`config.mk`:
```
export PLATFORM = sky130hd
export DESIGN_NAME = operational_memory_arb
export DESIGN_NICKNAME = d
export VERILOG_FILES = /design/src/rtl/operational_memory_arb.sv
export SDC_FILE = /design/constraint.sdc
export NUM_CORES = 2
export LEC_CHECK = 0
export BUFFER_PORTS_ARGS = -buffer_cell sky130_fd_sc_hd__buf_2
export CAP_MARGIN = 20
export CORE_ASPECT_RATIO = 0.9
export CORE_MARGIN = 2
export CORE_UTILIZATION = 24
export DETAILED_ROUTE_END_ITERATION = 12
export PLACE_DENSITY = 0.46
export RECOVER_POWER = 25
export SLEW_MARGIN = 20
export SYNTH_ARGS = -nofsm -noshare
export SYNTH_HDL_FRONTEND = slang
export SYNTH_SLANG_ARGS = --single-unit
```
`constraint.sdc`:
```
create_clock -name clk -period 1.8 [get_ports clk]
set_input_delay 0.09 -clock clk [delete_from_list [all_inputs] [get_ports clk]]
set_output_delay 0.09 -clock clk [all_outputs]
set_load 0.03 [all_outputs]
```
`src/rtl/operational_memory_arb.sv`:
```
// rtl/operational_memory_arb.sv - single-write dual-reader game-state store with GL/ED read-port ownership (optional macro: OPMEM_WR_BYPASS_EN)
module operational_memory_arb #(
   parameter int    DATA_W    = 11,
   parameter int    STORE_W   = 16,
   parameter int    DEPTH     = 128,
   parameter string INIT_FILE = "op_memory.mif",
   localparam int   ADDR_W    = $clog2(DEPTH)
) (
   input  logic              clk,
   input  logic              rst_n,
   input  logic [ADDR_W-1:0] address_write,
   input  logic [DATA_W-1:0] data_write,
   input  logic              wren,
   input  logic              next_screen,
   input  logic              new_state,
   input  logic              rd_req_gl,
   input  logic [ADDR_W-1:0] address_read_gl,
   output logic              rd_gnt_gl,
   output logic [DATA_W-1:0] data_read_gl,
   output logic              rd_valid_gl,
   input  logic              rd_req_ed,
   input  logic [ADDR_W-1:0] address_read_ed,
   output logic              rd_gnt_ed,
   output logic [DATA_W-1:0] data_read_ed,
   output logic              rd_valid_ed,
   output logic              owner_gl
);

   typedef enum logic {
      ED_OWN = 1'b0,
      GL_OWN = 1'b1
   } state_t;

   // Array contents come from INIT_FILE through the RAM inference flow; reset never touches them.
   localparam string init_file_unused = INIT_FILE;

   // Addresses at or above DEPTH exist only when DEPTH is not a power of two.
   localparam logic [ADDR_W:0] DEPTH_L = (ADDR_W + 1)'(DEPTH);

   logic [STORE_W-1:0] r_mem [DEPTH];

   state_t             r_state;
   state_t             w_state_nxt;

   logic               w_wr_ok;
   logic               w_gl_in_range;
   logic               w_ed_in_range;
   logic               w_gnt_gl;
   logic               w_gnt_ed;
   logic [STORE_W-1:0] w_word_gl;
   logic [STORE_W-1:0] w_word_ed;
   logic [DATA_W-1:0]  w_rd_data_gl;
   logic [DATA_W-1:0]  w_rd_data_ed;
   logic               w_pad_unused;

   logic [DATA_W-1:0]  r_data_gl;
   logic [DATA_W-1:0]  r_data_ed;
   logic               r_valid_gl;
   logic               r_valid_ed;

   assign w_wr_ok       = wren && ({1'b0, address_write} < DEPTH_L);
   assign w_gl_in_range = {1'b0, address_read_gl} < DEPTH_L;
   assign w_ed_in_range = {1'b0, address_read_ed} < DEPTH_L;

   // Out-of-range reads return zero but still complete a normal handshake.
   assign w_word_gl = w_gl_in_range ? r_mem[address_read_gl] : '0;
   assign w_word_ed = w_ed_in_range ? r_mem[address_read_ed] : '0;

   // Pad bits above DATA_W are always written as zero and never returned.
   assign w_pad_unused = ^{w_word_gl, w_word_ed};

   // Grants follow the registered owner, so an ownership pulse only affects the next cycle.
   assign w_gnt_gl = rd_req_gl && (r_state == GL_OWN);
   assign w_gnt_ed = rd_req_ed && (r_state == ED_OWN);

`ifdef OPMEM_WR_BYPASS_EN
   // Write-first: a same-address write in the grant cycle is forwarded to the reader.
   always_comb begin
      w_rd_data_gl = w_word_gl[DATA_W-1:0];
      w_rd_data_ed = w_word_ed[DATA_W-1:0];
      if (w_wr_ok && (address_write == address_read_gl)) begin
         w_rd_data_gl = data_write;
      end
      if (w_wr_ok && (address_write == address_read_ed)) begin
         w_rd_data_ed = data_write;
      end
   end
`else
   // Read-before-write: the array is sampled before the same-edge write lands.
   always_comb begin
      w_rd_data_gl = w_word_gl[DATA_W-1:0];
      w_rd_data_ed = w_word_ed[DATA_W-1:0];
   end
`endif

   // Single write port, never blocked by read ownership.
   always_ff @(posedge clk) begin
      if (w_wr_ok) begin
         r_mem[address_write] <= STORE_W'(data_write);
      end
   end

   // Ownership state register.
   always_ff @(posedge clk or negedge rst_n) begin
      if (!rst_n) begin
         r_state <= ED_OWN;
      end else begin
         r_state <= w_state_nxt;
      end
   end

   // Ownership next-state: new_state beats next_screen when both arrive together.
   always_comb begin
      w_state_nxt = r_state;
      case (r_state)
         ED_OWN: begin
            if (next_screen && !new_state) begin
               w_state_nxt = GL_OWN;
            end
         end
         GL_OWN: begin
            if (new_state) begin
               w_state_nxt = ED_OWN;
            end
         end
         default: w_state_nxt = ED_OWN;
      endcase
   end

   // GL read data register and valid pulse, loaded on the edge that closes the grant cycle.
   always_ff @(posedge clk or negedge rst_n) begin
      if (!rst_n) begin
         r_valid_gl <= 1'b0;
         r_data_gl  <= '0;
      end else begin
         r_valid_gl <= w_gnt_gl;
         if (w_gnt_gl) begin
            r_data_gl <= w_rd_data_gl;
         end
      end
   end

   // ED read data register and valid pulse, loaded on the edge that closes the grant cycle.
   always_ff @(posedge clk or negedge rst_n) begin
      if (!rst_n) begin
         r_valid_ed <= 1'b0;
         r_data_ed  <= '0;
      end else begin
         r_valid_ed <= w_gnt_ed;
         if (w_gnt_ed) begin
            r_data_ed <= w_rd_data_ed;
         end
      end
   end

   assign rd_gnt_gl    = w_gnt_gl;
   assign rd_gnt_ed    = w_gnt_ed;
   assign data_read_gl = r_data_gl;
   assign data_read_ed = r_data_ed;
   assign rd_valid_gl  = r_valid_gl;
   assign rd_valid_ed  = r_valid_ed;
   assign owner_gl     = (r_state == GL_OWN);

endmodule

```
==> metrics list <==
* Internal cell power: 58300 uW
* Crit Reg-Reg Startpoint: r_mem[63][5]$_DFFE_PP_
- The path with the worst hold slack has its endpoint at data_read_gl[5]$_DFFE_PN0P_.
- After synthesis, the most frequently instantiated cells are 1408 x sky130_fd_sc_hd__edfxtp_1, 472 x sky130_fd_sc_hd__mux2i_1, 413 x sky130_fd_sc_hd__mux4_2.
* Leak pwr: 0.0286 uW
- Number of nets at the end of the flow: 4763
* Horiz. Die Dim: 570 um
* Synthesized cell area: 0.0691 mm^2
* Core ar.: 0.286 mm^2
- Combinational cell fraction of total power: 0.112
* Latest clock arrival within the worst-skew pair: 0.82 ns
- Register clock-pin slew on the reported worst setup and hold paths: 0.06 ns
* Worst slack at placement: -1.51 ns
- The final route contains 43900 vias.
- The count of pins over their slew limit is 278.
- Clock H-tree levels: 4
* Number of I/O port buffers: 65
- Counting distinct cell types in the post-synthesis netlist gives 55.
- The worst setup path is launched from a register.
- Dividing the detail-routed via count by the number of cells gives 5.10.
- Entering global routing, the biggest net connects 126 pins.
- The run finished, with violations left.
* Synthesis warning total: 0
- The first global-routing pass estimated 358000 um of wire.
- After layout, the minimum clock period comes to 2.36 ns.
- Growth of design area from synthesis to finish: 24.7%
- Derived from the worst setup path, the maximum achievable clock frequency is 0.425 GHz.
- RR Endpoint: data_read_gl[5]$_DFFE_PN0P_
- Final setup violation count: 155
* Number of primary I/O pins: 66
- Sinks on the clock net: 1433
- The tool flagged a number of max-cap violations equal to 5.
- In the final layout, the share of cells above drive strength 1 is 0.354.
- Total wire length: 259000 um
- Initial Util: 0.242
* WHS Path Cells: 5
- Of the total power, the clock network draws 0.409.
* Crit path max-delay cell type: sky130_fd_sc_hd__mux4_2
* GRT overflow: 0
- Fin Setup TNS: -22.73 ns
* Final clock period utilization by the worst path: 1.31
* Clock Tree Buf Depth: 3
- Number of remaining DRC errors: 0
* Most used flip-flop cell after synthesis: sky130_fd_sc_hd__edfxtp_1
* Synthesized area divided by synthesized cell count: 17.1 um^2
* Setup CP Type: reg2reg
- The largest single stage delay on the critical path is 0.59 ns.
- VDD IR max: 0.958 mV
* Slew Limit Headroom: -0.169
- Routed wirelength normalized by instance count: 30.0 um
- Fraction of synthesized cell area taken by the top area cell type: 0.612
- Vert. Die Dim: 513 um
- Across all setup checks in the final design, the least slack found is -0.555 ns.
- RSZ-0062 raised after global routing: yes
- The floorplan step defined a die boundary enclosing 0.292 mm^2.
* Global placer's final weighted congestion: 0.889
* Initial antenna violation count: 18
* Post-route antenna net violation count: 0
- Net Count, Synth: 4069
- In this run the worst path has a maximum fanout of 2.
- Number of cells traversed by the worst register-to-register path: 7
* Post-synth ARST share: 0.0174
* Cell Chain, Critical Path: mux4_2, mux4_2, nor2b_4, nor4_2, nor3_2, buf_4, o31ai_2
* Count of flip-flops with a built-in enable after synthesis: 1408
- Across the routed clock network, the largest skew measured is 0.0358 ns.
* Pwr/cell area: 902 mW/mm^2
- Most instantiated library cell after synthesis: sky130_fd_sc_hd__edfxtp_1
- The worst setup path is captured at a register.
* Violated checks: max-capacitance violations, max-slew violations, negative setup slack
- For the worst setup path, the data arrival time is 3.04 ns.
* Buffer cell driving the clock tree root: sky130_fd_sc_hd__clkbuf_16
- Pre-Repair DR Iteration Count: 5
- Required time of the critical path: 2.48 ns
- Row cnt: 186
- Proportion of synthesized chip area in sequential cells: 0.621
- Number of clock buffers inserted by TritonCTS: 160
- Synthesis produced a netlist whose cell count is 4030.
- Number of register bits inferred by synthesis: 1433
* Hold Startpoint: address_read_gl[5]
* Min Hold Slack: 0.0920 ns
- Class of the worst hold path: in2reg
- In the global route stage, overall resource usage came out at 0.174.
* TritonCTS clock tree: built
- By area the synthesized netlist is led by sky130_fd_sc_hd__edfxtp_1 61%, sky130_fd_sc_hd__mux4_2 13%, sky130_fd_sc_hd__mux2i_1 6.8%, sky130_fd_sc_hd__o221ai_1 2.3%, sky130_fd_sc_hd__buf_6 1.3%.
- The final hold violation count was 0.
- Library cell with the largest summed area after synthesis: sky130_fd_sc_hd__edfxtp_1
* Starting DRT DRC Count: 4552
* Switch Pwr: 19400 uW
- R2R Setup Slk: -0.56 ns
- Crit-path most repeated cell: sky130_fd_sc_hd__mux4_2
- For the pin with the worst max-slew slack, the measured transition is 1.75 ns.
- Placed wire-length estimate: 184000 um
* Proportion of total power due to net switching: 0.250
* Number of global-route vias before repair: 44300
* Sequential cell fraction of total power: 0.479
-- cells in the final DEF (no fill, tap or decap), drive strengths merged, types with 32 or more instances in the layout --
master,synthesis,layout
a21oi,32,32
mux2,88,88
nand2,217,217
nor3,49,49
mux2i,472,472
o22ai,110,110
nor2,152,152
edfxtp,1408,1408
nor2b,71,71
clkinv,2,55
a211oi,80,80
nor3b,44,44
o221ai,192,192
o21ai,40,40
a221oi,60,60
nand3,60,60
o211ai,32,32
mux4,434,434
clkbuf,97,229
buf,230,812
-- state kept, by name (all words and copies together), names as in the netlist --
signal,flops
r_mem,1408
rd_valid_gl,1
rd_valid_ed,1
data_read_ed,11
data_read_gl,11
owner_gl,1
-- routing by layer --
metal,GRT usage,vias to the layer above,share of wire
met4,0.0573,2,0.035
met2,0.277,1662,0.46
met3,0.0293,321,0.062
li1,-,18400,-
met1,0.239,23500,0.44
met5,0,-,0.000050
-- per-stage QoR --
step | instance area, um^2 | cells | utilization | power [uW]
4_1_cts | 86200 | 8605 | 0.301 | 78300
3_5_place_dp | 80400 | 8301 | 0.281 | 46400
6_report | 86200 | 8611 | 0.301 | 77700
5_1_grt | 86200 | 8608 | 0.301 | 80000
2_1_floorplan | 69200 | 4030 | - | 41900
3_3_place_gp | 80400 | 8301 | 0.281 | 46400
-- logic make-up (layout without fill, tap and decap cells) --
| kind of cell | count (synthesis) | in the layout | synth area share |
|---|---|---|---|
| buffers and inverters | 335 | 1150 | 0.0359 |
| and+or+nand+nor | 628 | 628 | 0.0448 |
| muxes | 994 | 994 | 0.225 |
| AOI/OAI and AO/OA | 640 | 640 | 0.0732 |
| other | 0 | 6 | 0 |
| DFF | 1433 | 1433 | 0.621 |
-- worst max path at each step --
stage                     slack, ns  cells past startpoint              startpoint                     endpoint
after CTS                     -0.55                      8  r_mem[91][8]$_DFFE_PP_  data_read_gl[8]$_DFFE_PN0P_
final                         -0.56                      7  r_mem[63][5]$_DFFE_PP_  data_read_gl[5]$_DFFE_PN0P_
after detailed placement      -1.51                     10      address_read_gl[0]  data_read_gl[4]$_DFFE_PN0P_
after global routing          -0.60                      8  r_mem[91][8]$_DFFE_PP_  data_read_gl[8]$_DFFE_PN0P_
after floorplan               -0.05                      3                    wren      r_mem[100][0]$_DFFE_PP_
after global placement        -1.48                     10      address_read_gl[0]  data_read_gl[4]$_DFFE_PN0P_
-- layout make-up --
class,instances,area (um^2)
Clock inverter,77,697
Fill cell,28000,200000
Sequential cell,1433,42900
Antenna cell,6,15.0
Multi-Input combinational cell,2262,24500
Clock buffer,206,4250
Timing Repair Buffer,859,9060
Tap cell,3760,4700
Inverter,8,37.5
-- power by group through the flow --
stage	Combinational [uW]	Clock [uW]	Sequential [uW]
2_1_floorplan	4090	0	37900
3_3_place_gp	8460	0	37900
3_5_place_dp	8460	0	37900
4_1_cts	8700	32400	37200
5_1_grt	9060	33800	37200
6_report	8680	31800	37200
-- what timing repair did --
action / in CTS / in global routing
gates resized for setup: 121 / 33
endpoints found under the setup margin: 31 / 26
hold buffers: 24 / 0
setup buffers: 5 / 0
hold endpoints to repair: 1113 / 0
pin swaps: 42 / 28
-- critical path: cells and delay by family, from the launching register on --
family / cells / cell delay (ns)
and+or+nand+nor: 3 / 0.45
DFF: 1 / 0.40
buffers and inverters: 1 / 0.19
muxes: 2 / 1.10
AOI/OAI and AO/OA: 1 / 0.07
No activity file was read; power rests on OpenSTA's default activity.
